$ cat src/rtl/param_up_sampler_pkg.sv
// Shared constants, FSM state type and phase-width helper for the up-sampler.
package up_sampler_pkg;

   localparam int MODE_ZERO = 0;
   localparam int MODE_HOLD = 1;

   typedef enum logic {
      ST_IDLE = 1'b0,
      ST_RUN  = 1'b1
   } state_t;

   // Phase counter width; at least one bit even when FACTOR is 2.
   function automatic int phase_w(input int factor);
      return (factor <= 2) ? 1 : $clog2(factor);
   endfunction

endpackage

$ cat src/rtl/param_up_sampler_if.sv
// Sample-side bus of the up-sampler: input strobe/sample, output-rate samples and flags.
interface param_up_sampler_if #(
   parameter int WIDTH  = 18,
   parameter int FACTOR = 4
);
   import up_sampler_pkg::*;

   localparam int PW = phase_w(FACTOR);

   // sam_en is a one-cycle strobe with no back-pressure: x_in is taken on every
   // cycle sam_en is high. y_valid qualifies y on every cycle it is high.
   logic                    sam_en;
   logic signed [WIDTH-1:0] x_in;
   logic                    clr_flags;
   logic signed [WIDTH-1:0] y;
   logic                    y_valid;
   logic [PW-1:0]           phase;
   logic                    underrun;
   logic                    overrun;

   modport master (
      output sam_en, x_in, clr_flags,
      input  y, y_valid, phase, underrun, overrun
   );

   modport slave (
      input  sam_en, x_in, clr_flags,
      output y, y_valid, phase, underrun, overrun
   );

endinterface

$ cat src/rtl/param_up_sampler_phase_ctr.sv
// Modulo-FACTOR phase counter with synchronous restart and a wrap pulse.
module up_sampler_phase_ctr
   import up_sampler_pkg::*;
#(
   parameter int FACTOR = 4,
   parameter int PW     = phase_w(FACTOR)
) (
   input  logic          clk,
   input  logic          reset,
   input  logic          en,
   input  logic          restart,
   output logic [PW-1:0] phase,
   output logic          wrap
);

   localparam logic [PW-1:0] LAST = PW'(FACTOR - 1);

   always_ff @(posedge clk) begin
      if (reset) begin
         phase <= '0;
      end else if (restart) begin
         phase <= '0;
      end else if (en) begin
         phase <= (phase == LAST) ? '0 : phase + PW'(1);
      end
   end

   // A restart overrides the natural wrap, so it never reports as one.
   assign wrap = en && !restart && (phase == LAST);

endmodule

$ cat src/rtl/param_up_sampler.sv
// Integer up-sampler: zero-stuffing or zero-order hold by FACTOR, with sticky
// underrun/overrun flags for strobes that drift off the frame boundary.
module param_up_sampler
   import up_sampler_pkg::*;
#(
   parameter int WIDTH  = 18,
   parameter int FACTOR = 4,
   parameter int MODE   = MODE_ZERO
) (
   input  logic                clk,
   input  logic                reset,
   param_up_sampler_if.slave   bus,
   output state_t              state_dbg
);

   localparam int PW = phase_w(FACTOR);
   localparam logic [PW-1:0] LAST = PW'(FACTOR - 1);

   if (WIDTH < 2 || WIDTH > 32) begin : g_bad_width
      $fatal(1, "param_up_sampler: WIDTH must be 2..32");
   end
   if (FACTOR < 2 || FACTOR > 16) begin : g_bad_factor
      $fatal(1, "param_up_sampler: FACTOR must be 2..16");
   end
   if (MODE != MODE_ZERO && MODE != MODE_HOLD) begin : g_bad_mode
      $fatal(1, "param_up_sampler: MODE must be MODE_ZERO or MODE_HOLD");
   end

   state_t                  state_q, state_d;
   logic signed [WIDTH-1:0] y_q, y_d;
   logic signed [WIDTH-1:0] held_q, held_d;
   logic                    y_valid_q, y_valid_d;
   logic                    underrun_q, overrun_q;
   logic [PW-1:0]           phase;
   logic                    wrap;
   logic                    run;
   logic                    und_set, ovr_set;

   assign run = (state_q == ST_RUN);

   up_sampler_phase_ctr #(
      .FACTOR (FACTOR),
      .PW     (PW)
   ) u_phase_ctr (
      .clk     (clk),
      .reset   (reset),
      .en      (run),
      .restart (bus.sam_en),
      .phase   (phase),
      .wrap    (wrap)
   );

   always_comb begin
      state_d   = state_q;
      held_d    = held_q;
      y_valid_d = 1'b0;
      y_d       = (MODE == MODE_HOLD) ? held_q : '0;
      case (state_q)
         ST_IDLE: begin
            y_d = '0;
            if (bus.sam_en) begin
               state_d   = ST_RUN;
               held_d    = bus.x_in;
               y_d       = bus.x_in;
               y_valid_d = 1'b1;
            end
         end
         ST_RUN: begin
            y_valid_d = 1'b1;
            if (bus.sam_en) begin
               held_d = bus.x_in;
               y_d    = bus.x_in;
            end
         end
         default: state_d = ST_IDLE;
      endcase
   end

   // A strobe at the last phase is on time; any earlier one is a resync.
   assign und_set = run && wrap;
   assign ovr_set = run && bus.sam_en && (phase != LAST);

   always_ff @(posedge clk) begin
      if (reset) begin
         state_q    <= ST_IDLE;
         held_q     <= '0;
         y_q        <= '0;
         y_valid_q  <= 1'b0;
         underrun_q <= 1'b0;
         overrun_q  <= 1'b0;
      end else begin
         state_q   <= state_d;
         held_q    <= held_d;
         y_q       <= y_d;
         y_valid_q <= y_valid_d;
         if (und_set)            underrun_q <= 1'b1;
         else if (bus.clr_flags) underrun_q <= 1'b0;
         if (ovr_set)            overrun_q  <= 1'b1;
         else if (bus.clr_flags) overrun_q  <= 1'b0;
      end
   end

   assign bus.y        = y_q;
   assign bus.y_valid  = y_valid_q;
   assign bus.phase    = phase;
   assign bus.underrun = underrun_q;
   assign bus.overrun  = overrun_q;
   assign state_dbg    = state_q;

endmodule

$ cat src/flat_wrapper.sv
// flat-port wrapper written by rule: the top's interface ports become plain ports
module param_up_sampler_flat import up_sampler_pkg::*;
#(
   parameter int WIDTH  = 18,
   parameter int FACTOR = 4,
   parameter int MODE   = MODE_ZERO
)
  (clk, reset, state_dbg, bus_sam_en, bus_x_in, bus_clr_flags, bus_y, bus_y_valid, bus_phase, bus_underrun, bus_overrun);
  param_up_sampler_if #(.WIDTH(WIDTH), .FACTOR(FACTOR)) bus_i ();
  input  logic clk;
  input  logic reset;
  output state_t state_dbg;
  input wire logic [$bits(bus_i.sam_en)-1:0] bus_sam_en;
  input wire logic [$bits(bus_i.x_in)-1:0] bus_x_in;
  input wire logic [$bits(bus_i.clr_flags)-1:0] bus_clr_flags;
  output wire logic [$bits(bus_i.y)-1:0] bus_y;
  output wire logic [$bits(bus_i.y_valid)-1:0] bus_y_valid;
  output wire logic [$bits(bus_i.phase)-1:0] bus_phase;
  output wire logic [$bits(bus_i.underrun)-1:0] bus_underrun;
  output wire logic [$bits(bus_i.overrun)-1:0] bus_overrun;
  assign bus_i.sam_en = bus_sam_en;
  assign bus_i.x_in = bus_x_in;
  assign bus_i.clr_flags = bus_clr_flags;
  assign bus_y = bus_i.y;
  assign bus_y_valid = bus_i.y_valid;
  assign bus_phase = bus_i.phase;
  assign bus_underrun = bus_i.underrun;
  assign bus_overrun = bus_i.overrun;
  param_up_sampler #(.WIDTH(WIDTH), .FACTOR(FACTOR), .MODE(MODE)) u_core (.clk(clk), .reset(reset), .bus(bus_i), .state_dbg(state_dbg));
endmodule
$ cat config.mk
export PLATFORM = sky130hd
export DESIGN_NAME = param_up_sampler_flat
export DESIGN_NICKNAME = d
export VERILOG_FILES = /design/src/rtl/param_up_sampler_pkg.sv /design/src/rtl/param_up_sampler_if.sv /design/src/rtl/param_up_sampler_phase_ctr.sv /design/src/rtl/param_up_sampler.sv /design/src/flat_wrapper.sv
export SDC_FILE = /design/constraint.sdc
export NUM_CORES = 1
export LEC_CHECK = 0
export ABC_AREA = 0
export CORE_MARGIN = 4
export CORE_UTILIZATION = 36
export CTS_BUF_LIST = sky130_fd_sc_hd__clkbuf_2
export DETAILED_ROUTE_END_ITERATION = 7
export GPL_ROUTABILITY_DRIVEN = 0
export PLACE_DENSITY = 0.8
export SYNTH_ARGS = -nofsm -noshare
export SYNTH_HDL_FRONTEND = slang
export SYNTH_SLANG_ARGS = --single-unit
$ cat constraint.sdc
create_clock -name clk -period 1.3 [get_ports clk]
set_input_delay 0.13 -clock clk [delete_from_list [all_inputs] [get_ports clk]]
set_output_delay 0.13 -clock clk [all_outputs]
set_load 0.05 [all_outputs]
==> results.sh, run 1 <==
export IMPL_netlist_area_sq_um=699.4
export IMPL_overflow=0
export IMPL_synth_area_per_cell_sq_um=12.06
export IMPL_rows=15
export IMPL_wl_per_cell_um=14.35
export IMPL_synth_top_area_share_pct=65.83
export IMPL_numCtsBuffers=3
export IMPL_drive_above_1_share_pct=35.19
export IMPL_power_density_mw_per_mm2=941.9
export IMPL_diodes=0
export IMPL_seq_area_sq_um=466.7
export IMPL_synthToLayoutAreaGrowth_pct=110.6
export IMPL_critPathMaxStageDelay_ns=0.41
export IMPL_cp_required_ns=1.55
export IMPL_io_pins=46
export IMPL_grt_pass1_vias=559
export IMPL_initial_core_util_pct=39.23
export IMPL_worst_pin_slew_ns=0.2897
export IMPL_clock_latency_ns=0.31
export IMPL_ys_ff_latch=23
export IMPL_die_w_um=52.08
export IMPL_grt_pass1_wl_mm=2.635
export IMPL_cts_root_buf="clkbuf_2"
export IMPL_ir_drop_v=0.0008021
export IMPL_ys_types=14
export IMPL_io_buffers=45
export IMPL_syn_instance_count=58
export IMPL_synth_top_cell_by_area="dfxtp_1"
export IMPL_critPathTopFamily="flip-flops"
export IMPL_fin_nets=132
export IMPL_drc=0
export IMPL_clk_path_buf_depth=2
export IMPL_layout_common_cells="buf_12 (24), clkdlybuf4s50_1 (21), dfxtp_1 (20)"
export IMPL_holdCritPathClass="input pin to register"
export IMPL_worstSetupPathType="register to register"
export IMPL_grt_use_total_pct=14.39
export IMPL_post_route_period_util_pct=95.18
export IMPL_cp_cell_sequence="ha_4 -> or3b_4 -> a211oi_2"
export IMPL_drv_cap=0
export IMPL_cp_slowest_cell="dfxtp_4"
export IMPL_finalMaxSlewViolations=0
export IMPL_drt_iter0_markers=2
export IMPL_rsz0062_at_grt="no"
export IMPL_max_freq_mhz=808.2
export IMPL_fin_crit_ns=1.237
export IMPL_clk_pin_slew_ns=0.20
export IMPL_yosysWarnings=0
export IMPL_hold_viol=0
export IMPL_leakage_nw=0.5960
export IMPL_clock_sinks=23
export IMPL_timing_slew_headroom_pct=80.64
export IMPL_synth_area_leaders="dfxtp_1 (66%), and2_1 (16%), nand2b_1 (2.7%), nand3b_1 (2.1%), nor2b_4 (2.0%)"
export IMPL_outcome="complete, no violations"
export IMPL_tns_ns=0
export IMPL_core_area_sq_mm=0.001783
export IMPL_ant_nets=0
export IMPL_finalInstanceArea_sq_mm=0.001473
export IMPL_htreeDepth=1
export IMPL_cp_max_fo=4
export IMPL_crit_buf_inv=0
export IMPL_total_power_w=0.001387
export IMPL_cp_arrival_ns=1.49
export IMPL_clock_skew_ns=0.0007066
export IMPL_multi_input_area_sq_um=241.5
export IMPL_dieArea_sq_mm=0.002712
export IMPL_final_common_cell="buf_12"
export IMPL_setup_violations=0
export IMPL_start_kind="register"
export IMPL_fin_util_pct=82.60
export IMPL_synth_fp_nets=81
export IMPL_drtPass1Iterations=2
export IMPL_fillCellCount=97
export IMPL_finalWirelength_mm=1.909
export IMPL_seq_area_frac_synth_pct=65.83
export IMPL_vias_per_cell=4.301
export IMPL_endpoint_kind="register"
export IMPL_antenna_found_initial=0
export IMPL_grt_max_degree=19
export IMPL_cts_tree="done"
export IMPL_num_vias=572
export IMPL_dp_hpwl_mm=1.542
export IMPL_die_h_um=52.08
export IMPL_post_dp_cell_area_sq_mm=0.001435
## kinds of logic after synthesis
kind of cell / Yosys count / share of synthesized area [%]
and+or+nand+nor: 28 / 25.94
DFF: 23 / 65.83
AOI/OAI and AO/OA: 3 / 3.220
buffers and inverters: 2 / 1.789
muxes: 1 / 1.431
adders and majority gates: 1 / 1.789
## cells in the mapped netlist
library cell / number
nor2_1: 2
nor3_1: 1
or3b_1: 1
mux2i_1: 1
a21oi_1: 2
nand2b_1: 3
a211oi_2: 1
nand3b_1: 2
and2_1: 18
buf_4: 1
clkbuf_2: 1
ha_1: 1
nor2b_4: 1
dfxtp_1: 23
## cell type report
type	instances	area share, %
Sequential cell	23	31.69
Tap cell	25	2.124
Multi-Input combinational cell	33	16.40
Clock buffer	4	1.359
Timing Repair Buffer	48	48.43
## timing repair
action | 4_1_cts | 5_1_grt
resized for setup | 0 | 4
endpoints found under the setup margin | 0 | 1
setup buffers | 0 | 0
hold buffers | 0 | 0
## final timing paths
check	start	end	slack [ns]	depth (start not counted)
max	u_core.u_phase_ctr.phase[0]$_SDFFE_PP0P_	u_core.u_phase_ctr.phase[0]$_SDFFE_PP0P_	0.06	3
min	bus_x_in[12]	u_core.bus.y[12]$_SDFF_PP0_	0.34	2
max reg2reg	u_core.u_phase_ctr.phase[0]$_SDFFE_PP0P_	u_core.u_phase_ctr.phase[0]$_SDFFE_PP0P_	0.06	3
min reg2reg	u_core.bus.overrun$_SDFFE_PP0P_	u_core.bus.overrun$_SDFFE_PP0P_	0.57	2
## registers in the layout, indices dropped and copies added, names as in the netlist
name	cells
u_core.bus.overrun	1
u_core.bus.y	18
u_core.state_dbg	1
u_core.bus.underrun	1
u_core.u_phase_ctr.phase	2
## report_power, final
| group | leakage [nW] | internal [W] | switching [W] |
|---|---|---|---|
| clock | 0.0166 | 0.0000814 | 0.000201 |
| sequential | 0.190 | 0.000734 | 0.0000252 |
| combinational | 0.389 | 0.000193 | 0.000153 |
| total | 0.596 | 0.00101 | 0.000379 |
## metal layers
layer,global-route usage (%),part of all wire [%],vias up
li1,-,-,285
met1,12.43,31,265
met2,29.71,62,20
met3,2.579,5.5,2
met4,7.860,1.2,0
met5,0,0,-
## worst reg2reg max path, delay by kind of cell (launching register included)
kind / cells / cell delay, ns
flops: 1 / 0.41
fa+ha+maj: 1 / 0.17
compound gates: 1 / 0.22
simple gates: 1 / 0.37
## metrics by stage
step,hold WS [ns],instances,worst slack [ns]
after detailed placement,0.5174,129,0.05424
after global routing,0.2915,133,0.01014
after floorplan,0.1873,58,0.02480
after global placement,0.4961,129,0.1291
final,0.3373,133,0.06264
after CTS,0.3148,133,0.01565
No activity file was read; power rests on OpenSTA's default activity.
==> inputs of run 2 (changes only) <==
--- a/config.mk
+++ b/config.mk
@@ -7,11 +7,11 @@
 export LEC_CHECK = 0
 export ABC_AREA = 0
 export CORE_MARGIN = 4
-export CORE_UTILIZATION = 36
+export CORE_UTILIZATION = 35
 export CTS_BUF_LIST = sky130_fd_sc_hd__clkbuf_2
 export DETAILED_ROUTE_END_ITERATION = 7
 export GPL_ROUTABILITY_DRIVEN = 0
-export PLACE_DENSITY = 0.8
+export PLACE_DENSITY = 0.79
 export SYNTH_ARGS = -nofsm -noshare
 export SYNTH_HDL_FRONTEND = slang
 export SYNTH_SLANG_ARGS = --single-unit
==> results.sh, run 2 (synthesized netlist as in run 1, its figures left out) <==
export IMPL_rows=15
export IMPL_layout_common_cells="buf_12 (24), clkdlybuf4s50_1 (21), dfxtp_1 (20)"
export IMPL_cts_root_buf="clkbuf_2"
export IMPL_max_freq_mhz=802.5
export IMPL_io_buffers=45
export IMPL_endpoint_kind="register"
export IMPL_finalInstanceArea_sq_mm=0.001465
export IMPL_crit_buf_inv=0
export IMPL_die_w_um=52.70
export IMPL_pre_cts_slack_ns=0.08580
export IMPL_overflow=0
export IMPL_worstSetupPathType="register to register"
export IMPL_numCtsBuffers=3
export IMPL_power_density_mw_per_mm2=942.2
export IMPL_initial_core_util_pct=38.82
export IMPL_grt_pass1_wl_mm=2.622
export IMPL_clock_skew_ns=0.001076
export IMPL_grt_use_met1_pct=11.13
export IMPL_drt_iter0_markers=5
export IMPL_clock_sinks=23
export IMPL_critPathTopFamily="flip-flops"
export IMPL_final_common_cell="buf_12"
export IMPL_leakage_nw=0.6030
export IMPL_drtPass1Iterations=2
export IMPL_outcome="complete, no violations"
export IMPL_synthToLayoutAreaGrowth_pct=109.5
export IMPL_drv_cap=0
export IMPL_largest_register_ffs=18
export IMPL_die_h_um=52.70
export IMPL_cp_slowest_cell="dfxtp_4"
export IMPL_timing_slew_headroom_pct=80.73
export IMPL_finalWirelength_mm=1.815
export IMPL_total_power_w=0.001380
export IMPL_diodes=0
export IMPL_ctsHoldBuffers=0
export IMPL_critPathMaxStageDelay_ns=0.40
export IMPL_post_route_period_util_pct=95.85
export IMPL_grt_max_degree=19
export IMPL_fin_nets=133
export IMPL_wl_per_cell_um=13.54
export IMPL_grt_pass1_vias=563
export IMPL_cp_required_ns=1.56
export IMPL_drive_above_1_share_pct=33.94
export IMPL_grt_util_met2_pct=28.51
export IMPL_tns_ns=0
export IMPL_grt_use_total_pct=13.69
export IMPL_start_kind="register"
export IMPL_worst_pin_slew_ns=0.2884
export IMPL_clk_path_buf_depth=2
export IMPL_finalMaxSlewViolations=0
export IMPL_drc=0
export IMPL_antenna_found_initial=0
export IMPL_cp_max_fo=3
export IMPL_setup_violations=0
export IMPL_ant_nets=0
export IMPL_holdCritPathClass="input pin to register"
export IMPL_rsz0062_at_grt="no"
export IMPL_ir_drop_v=0.0007091
export IMPL_core_area_sq_mm=0.001802
export IMPL_grt_met3_usage_pct=3.134
export IMPL_fin_util_pct=81.32
export IMPL_io_pins=46
export IMPL_dp_hpwl_mm=1.544
export IMPL_vias_per_cell=4.201
export IMPL_cp_cell_sequence="ha_1 -> or3b_1 -> a211oi_2"
export IMPL_hold_viol=0
export IMPL_clk_pin_slew_ns=0.21
export IMPL_fin_crit_ns=1.246
export IMPL_top_usage_layer="met2"
export IMPL_num_vias=563
export IMPL_dieArea_sq_mm=0.002777
export IMPL_cp_arrival_ns=1.50
export IMPL_htreeDepth=1
export IMPL_clock_latency_ns=0.31
export IMPL_cts_tree="done"
export IMPL_setup_ws_ns=0.05394
export IMPL_post_dp_cell_area_sq_mm=0.001435
-- run 2: cell type report --
class                   count  area [sq um]
clock buffers               4         20.02
multi-input cells          33         226.5
fillers                   108         336.6
well taps                  25         31.28
repair buffers             49         720.7
flip-flops and latches     23         466.7
-- run 2: metal layers --
metal / wire length (um) / part of all wire (%)
met1: 605 / 33
met2: 1074 / 59
met3: 110 / 6.1
met4: 24 / 1.3
met5: 0 / 0
-- run 2: final timing paths --
kind,start,cells past startpoint,end,slack (ns)
min,bus_x_in[2],2,u_core.bus.y[2]$_SDFF_PP0_,0.34
min reg2reg,u_core.bus.underrun$_SDFFE_PP0P_,2,u_core.bus.underrun$_SDFFE_PP0P_,0.53
max reg2reg,u_core.u_phase_ctr.phase[0]$_SDFFE_PP0P_,3,u_core.u_phase_ctr.phase[0]$_SDFFE_PP0P_,0.05
max,u_core.u_phase_ctr.phase[0]$_SDFFE_PP0P_,3,u_core.u_phase_ctr.phase[0]$_SDFFE_PP0P_,0.05
-- run 2: worst register-to-register path, stage by stage, from the launching register on --
cell and delay (ns):
dfxtp_4 0.40, ha_1 0.21, or3b_1 0.37, a211oi_2 0.21
-- run 2: power by group --
| part | switching (W) | leakage [nW] | total [W] | internal, W |
|---|---|---|---|---|
| combinational | 0.000153 | 0.396 | 0.000346 | 0.000192 |
| clock | 0.000198 | 0.0166 | 0.000279 | 0.0000815 |
| sequential | 0.0000219 | 0.190 | 0.000755 | 0.000734 |
-- run 2: repair_timing --
action | in CTS | in global routing
hold endpoints to repair | 0 | 0
resized for setup | 0 | 1
endpoints found under the setup margin | 0 | 1
setup buffers | 0 | 1
-- run 2: per-stage QoR --
| stage | hold WS [ns] | cells |
|---|---|---|
| 2_1_floorplan | 0.1873 | 58 |
| 3_3_place_gp | 0.4974 | 129 |
| 3_5_place_dp | 0.5022 | 129 |
| 4_1_cts | 0.3422 | 133 |
| 5_1_grt | 0.3128 | 134 |
| 6_report | 0.3384 | 134 |
==> inputs of run 3 (changes only) <==
--- a/config.mk
+++ b/config.mk
@@ -6,12 +6,16 @@
 export NUM_CORES = 1
 export LEC_CHECK = 0
 export ABC_AREA = 0
+export CELL_PAD_IN_SITES_DETAIL_PLACEMENT = 0
+export CELL_PAD_IN_SITES_GLOBAL_PLACEMENT = 1
 export CORE_MARGIN = 4
-export CORE_UTILIZATION = 35
+export CORE_UTILIZATION = 27
 export CTS_BUF_LIST = sky130_fd_sc_hd__clkbuf_2
 export DETAILED_ROUTE_END_ITERATION = 7
 export GPL_ROUTABILITY_DRIVEN = 0
-export PLACE_DENSITY = 0.79
+export PLACE_DENSITY = 0.81
+export REMOVE_ABC_BUFFERS = 1
 export SYNTH_ARGS = -nofsm -noshare
 export SYNTH_HDL_FRONTEND = slang
+export SYNTH_HIERARCHICAL = 1
 export SYNTH_SLANG_ARGS = --single-unit
==> results.sh, run 3 <==
export IMPL_clkPwrFrac_pct=20.3
export IMPL_synth_most_common_cell="dfxtp_1"
export IMPL_synth_top_family_by_area="simple AND/OR/NAND/NOR gates"
export IMPL_power_switching_w=0.0003740
export IMPL_ys_top_cells_by_count="dfxtp_1 (23), and2_2 (14), and2_1 (4), nor2_1 (4)"
export IMPL_leakage_nw=0.6290
export IMPL_post_dp_cell_area_sq_mm=0.001473
export IMPL_synth_area_per_cell_sq_um=12.30
export IMPL_antenna_found_initial=0
export IMPL_drc=0
export IMPL_synthXorXnorAreaFrac_pct=0
export IMPL_initial_core_util_pct=28.77
export IMPL_synth_mux_area_share_pct=1.379
export IMPL_numCtsBuffers=3
export IMPL_timing_slew_headroom_pct=80.44
export IMPL_clock_skew_ns=0.003612
export IMPL_p_comb_share_pct=25.0
export IMPL_wl_per_cell_um=11.57
export IMPL_crit_buf_inv=2
export IMPL_holdCritPathClass="input pin to register"
export IMPL_sw_frac_of_total_pct=27.00
export IMPL_yosysWarnings=6
export IMPL_final_common_cell="buf_12"
export IMPL_synth_main_ff_cell="dfxtp_1"
export IMPL_io_pins=46
export IMPL_clock_latency_ns=0.32
export IMPL_netlist_area_sq_um=725.7
export IMPL_synth_compound_area_share_pct=3.966
export IMPL_fin_nets=135
export IMPL_drv_cap=0
export IMPL_layout_common_cells="buf_12 (24), dfxtp_1 (23), clkdlybuf4s50_1 (21)"
export IMPL_cp_required_ns=1.17
export IMPL_clock_sinks=23
export IMPL_diodes=0
export IMPL_drive_above_1_share_pct=44.14
export IMPL_critPathMaxStageDelay_ns=0.44
export IMPL_drtPass1Iterations=2
export IMPL_clk_path_buf_depth=2
export IMPL_ys_types=18
export IMPL_synth_top_cell_by_area="dfxtp_1"
export IMPL_synthAdderAreaFrac_pct=1.724
export IMPL_cts_repair_resized=0
export IMPL_overflow=0
export IMPL_intPower_w=0.001011
export IMPL_drt_iter0_markers=2
export IMPL_rows=18
export IMPL_clk_pin_slew_ns=0.20
export IMPL_outcome="complete, no violations"
export IMPL_critPathTopFamily="flip-flops"
export IMPL_async_reset_ff_share_pct=0
export IMPL_grt_pass1_wl_mm=2.580
export IMPL_rsz0062_at_grt="no"
export IMPL_die_w_um=59.85
export IMPL_synth_top_area_share_pct=63.45
export IMPL_ir_drop_v=0.0007245
export IMPL_finalWirelength_mm=1.632
export IMPL_io_buffers=45
export IMPL_worst_pin_slew_ns=0.2928
export IMPL_largest_register_ffs=18
export IMPL_power_density_mw_per_mm2=927.9
export IMPL_ant_nets=0
export IMPL_syn_instance_count=59
export IMPL_cp_arrival_ns=1.08
export IMPL_dieArea_sq_mm=0.003581
export IMPL_setup_violations=0
export IMPL_synthToLayoutAreaGrowth_pct=105.7
export IMPL_grt_max_degree=19
export IMPL_endpoint_kind="output port"
export IMPL_seq_area_frac_synth_pct=63.45
export IMPL_post_route_period_util_pct=92.81
export IMPL_finalMaxSlewViolations=0
export IMPL_ys_ff_latch=23
export IMPL_max_freq_mhz=828.8
export IMPL_fillCellCount=220
export IMPL_finalInstanceArea_sq_mm=0.001493
export IMPL_cts_tree="done"
export IMPL_postCtsSetupBuffers=0
export IMPL_worst_hold_slack_ns=0.3447
export IMPL_worstSetupPathType="register to output port"
export IMPL_fin_util_pct=59.18
export IMPL_htreeDepth=1
export IMPL_synthSimpleGateAreaFrac_pct=26.38
export IMPL_cp_cell_sequence="buf_4 -> buf_12"
export IMPL_cp_max_fo=5
export IMPL_grt_use_total_pct=9.862
export IMPL_p_seq_share_pct=54.7
export IMPL_synth_area_leaders="dfxtp_1 (63%), and2_2 (14%), and2_1 (3.4%), nor2_1 (2.1%), nor2b_4 (1.9%)"
export IMPL_hold_viol=0
export IMPL_synth_edf_count=0
export IMPL_cp_slowest_cell="dfxtp_1"
export IMPL_num_vias=576
export IMPL_ctsHoldBuffers=0
export IMPL_vias_per_cell=4.085
export IMPL_grt_pass1_vias=599
export IMPL_die_h_um=59.85
export IMPL_core_area_sq_mm=0.002522
export IMPL_start_kind="register"
export IMPL_cts_root_buf="clkbuf_2"
export IMPL_fin_crit_ns=1.207
[run 3: cell count changes after synthesis]
cell / before / now
a21oi_1: 2 / 0
a22oi_1: 0 / 1
a32oi_1: 0 / 1
and2_1: 18 / 4
and2_2: 0 / 14
and3b_1: 0 / 1
buf_6: 0 / 1
clkbuf_2: 1 / 0
inv_1: 0 / 1
nand2_1: 0 / 1
nand2b_1: 3 / 1
nand3b_1: 2 / 0
nor2_1: 2 / 4
[run 3: area by class of cell]
| class | instances | area (sq um) | share of cell area, % |
|---|---|---|---|
| sequential | 23 | 460.4 | 30.85 |
| tap | 30 | 37.54 | 2.515 |
| inverter | 1 | 3.754 | 0.2515 |
| multi-input combinational | 33 | 242.7 | 16.26 |
| timing repair buffer | 50 | 728.2 | 48.78 |
| clock buffer | 4 | 20.02 | 1.341 |
[run 3: power groups by stage]
stage | Sequential [W] | Combinational (W) | Clock (W)
6_report | 0.000758 | 0.000347 | 0.000281
5_1_grt | 0.000762 | 0.000362 | 0.000325
4_1_cts | 0.000759 | 0.000351 | 0.000299
3_5_place_dp | 0.000773 | 0.000351 | 0
3_3_place_gp | 0.000771 | 0.000347 | 0
2_1_floorplan | 0.000865 | 0.0000349 | 0
[run 3: stage by stage]
| stage | power, W | worst slack, ns | setup TNS [ns] | instances |
|---|---|---|---|---|
| 2_1_floorplan | 0.0009003 | -0.3872 | -0.8516 | 57 |
| 3_3_place_gp | 0.001118 | 0.05971 | 0 | 137 |
| 3_5_place_dp | 0.001123 | 0.03142 | 0 | 137 |
| 4_1_cts | 0.001408 | 0.05679 | 0 | 141 |
| 5_1_grt | 0.001449 | 0.0008378 | 0 | 141 |
| 6_report | 0.001385 | 0.09348 | 0 | 141 |
[run 3: worst register-to-register path, cell delays in order (launching register included)]
cell      delay [ns]
dfxtp_1         0.36
ha_1            0.21
or3b_1          0.37
a211oi_2        0.18
[run 3: cell families after synthesis]
group           after synthesis
flops                        23
simple gates                 28
compound gates                3
mux                           1
buf+inv                       3
fa+ha+maj                     1
[run 3: path summary, 6_finish.rpt]
path / to / slack (ns) / start / cells past startpoint
worst max-delay path: state_dbg / 0.09 / u_core/bus.y_valid$_SDFF_PP0_ / 2
worst min register to register: u_core/bus.y_valid$_SDFF_PP0_ / 0.55 / u_core/bus.y_valid$_SDFF_PP0_ / 2
worst max register to register: u_core/u_phase_ctr/phase[0]$_SDFFE_PP0P_ / 0.13 / u_core/u_phase_ctr/phase[0]$_SDFFE_PP0P_ / 3
worst min-delay path: u_core/bus.y[5]$_SDFF_PP0_ / 0.34 / bus_x_in[5] / 2
[run 3: layer usage]
| metal | routed length [um] | up-vias | share of wire [%] | global-route usage, % |
|---|---|---|---|---|
| met2 | 781 | 32 | 48 | 17.13 |
| met5 | 0 | - | 0 | 0 |
| met1 | 578 | 253 | 35 | 9.330 |
| met3 | 271 | 0 | 17 | 6.048 |
| li1 | - | 291 | - | - |
| met4 | 0 | 0 | 0 | 3.797 |
==> RTL edit: new RTL, settings of run 3 <==
Make the reset (`reset`) asynchronous in 2 clocked blocks.
--- a/src/rtl/param_up_sampler_phase_ctr.sv
+++ b/src/rtl/param_up_sampler_phase_ctr.sv
@@ -15,7 +15,7 @@
 
    localparam logic [PW-1:0] LAST = PW'(FACTOR - 1);
 
-   always_ff @(posedge clk) begin
+   always_ff @(posedge clk or posedge reset) begin
       if (reset) begin
          phase <= '0;
       end else if (restart) begin
--- a/src/rtl/param_up_sampler.sv
+++ b/src/rtl/param_up_sampler.sv
@@ -80,7 +80,7 @@
    assign und_set = run && wrap;
    assign ovr_set = run && bus.sam_en && (phase != LAST);
 
-   always_ff @(posedge clk) begin
+   always_ff @(posedge clk or posedge reset) begin
       if (reset) begin
          state_q    <= ST_IDLE;
          held_q     <= '0;
Formal check against the unedited RTL: differs if reset is asserted again (counterexample within 4 cycles, from zero or initial values and one cycle with reset high); with reset held inactive, the same outputs for 10 cycles.
==> RTL edit against run 3 <==
Via count is 5.4% higher. Critical path type unchanged. Sequential cell count unchanged. Routed wire length is 9.4% higher. First-iteration DRC count grew to 2.5 times the old value. Final area increased by 7.6%. Synthesized area grew 13%. Total power up 12%. Setup slack worse by 11 ps.
==> RTL edit: results (changes against run 3) <==
[synth]
synthTopCellsByArea=dfrtp_1 70%, and2_1 9.2%, and2_2 5.5%
ys_types=17  ; -1
synthFlopType=dfrtp_1
seq_area_frac_synth=0.7044  ; +0.06996
synthTopCellsByCount=23 x dfrtp_1, 12 x and2_1, 6 x and2_2
yosysWarnings=6  ; unchanged
postSynth.asyncResetShare=1.000  ; +1.000
avgSynthCellArea_um2=13.85  ; +13%

[sta]
slew_headroom=0.8204  ; +0.01601
clock_skew_ps=7.853  ; +4.241 ps

[finish]
largest_reg_flops=18  ; unchanged
nFillCells=237  ; +7.7%
final_cells=144  ; +2.1%
diodes=0  ; unchanged
layout-drive-gt1-share=0.3805  ; -0.06091

[worst_hold_path]
hold_class=input pin to flip-flop
hp-start=bus_x_in[9]
holdPathEnd=u_core/bus.y[9]

[global_routing]
grt_pass1_vias=666  ; +11%
grt_use_total=0.09852  ; -0.0001063
grt_pass1_wl_mm=3.091  ; +20%
grt_max_degree=22  ; +3

[power_and_ir_drop]
vdd_drop_max_uv=466.7  ; -36%
p_sw_mw=0.4644  ; +24%
p_leak_nw=0.7505  ; +19%

[critical_path]
crit_path_max_incr_delay_ps=460  ; +20 ps
slowest_stage=dfrtp_2
crit_fanout=4  ; -1
r2r-start=u_core/u_phase_ctr/phase[0]
r2r_end=u_core/u_phase_ctr/phase[0]

[status]
outcome=completed

[placed_design]
place_area_mm2=0.001568  ; +6.5%

[drt]
drtPass1Iterations=4  ; +2
drt_iter0_drc=5  ; +3
drt_wl_total_mm=1.785  ; +9.4%
vias=607  ; +5.4%

[clocking]
cts_root_buffer=clkbuf_2

[floorplanning]
initial_utilization=0.2888  ; +0.001112

==> RTL edit: per-stage QoR <==
step	setup TNS (ps)	hold slack [ps]	utilization	worst slack, ps
2_1_floorplan	-522.8	-128.8	-	-293.2
3_3_place_gp	0	314.5	0.5542	130.6
3_5_place_dp	0	316.4	0.5542	115.2
4_1_cts	0	323.3	0.5652	11.71
5_1_grt	0	312.0	0.5679	12.39
6_report	0	347.7	0.5679	82.31
==> RTL edit: worst reg2reg max path, stage by stage, from the launching register on <==
cell and delay (ps):
dfrtp_1 420, ha_1 210, or3b_1 360, a21oi_2 130
==> RTL edit: layout make-up <==
| cell class | count | share of cell area |
|---|---|---|
| well taps | 31 | 0.02414 |
| multi-input cells | 30 | 0.1285 |
| repair buffers | 53 | 0.4688 |
| inverters | 3 | 0.007009 |
| flip-flops and latches | 23 | 0.3590 |
| clock inverters | 1 | 0.003115 |
| clock buffers | 3 | 0.009346 |
==> RTL edit: layer usage <==
metal  track usage  vias to the layer above  wire length [µm]
met5             0                        -                 0
met1        0.1104                      288               685
met3       0.05216                        0               206
met2        0.1594                       29               893
met4       0.03306                        0                 0
li1              -                      290                 -
==> RTL edit: cells by family after synthesis <==
| kind of cell | count (synthesis) | synth area share |
|---|---|---|
| AO/OA/AOI/OAI | 3 | 0.03370 |
| flip-flops | 23 | 0.7044 |
| adder cells (fa/ha/maj) | 1 | 0.01531 |
| multiplexers | 1 | 0.01225 |
| buffers and inverters | 6 | 0.04287 |
| AND/OR/NAND/NOR | 25 | 0.1914 |
==> RTL edit: worst max path at each step <==
stage | from | endpoint | slack (ps) | depth (start not counted)
final | u_core/state_dbg | bus_y_valid | 80 | 2
after global routing | u_core/state_dbg | state_dbg | 10 | 2
after CTS | u_core/state_dbg | bus_y_valid | 10 | 2
after global placement | bus_sam_en | u_core/bus.y[2] | 130 | 3
after floorplan | u_core/state_dbg | u_core/u_phase_ctr/phase[0] | -290 | 2
after detailed placement | bus_sam_en | u_core/bus.y[3] | 120 | 3
==> RTL edit: what timing repair did <==
| item | CTS | global route |
|---|---|---|
| resized for setup | 1 | 0 |
| buffers inserted | 0 | 1 |
| setup endpoints to repair | 2 | 2 |
| hold buffers | 1 | 0 |
| endpoints found under the hold margin | 2 | 0 |
==> RTL edit: power by group through the flow <==
stage / logic (mW) / clock network, mW / registers [mW]
6_report: 0.488 / 0.273 / 0.791
5_1_grt: 0.517 / 0.314 / 0.796
3_3_place_gp: 0.484 / 0 / 0.804
3_5_place_dp: 0.491 / 0 / 0.806
4_1_cts: 0.494 / 0.292 / 0.793
2_1_floorplan: 0.0549 / 0 / 0.938
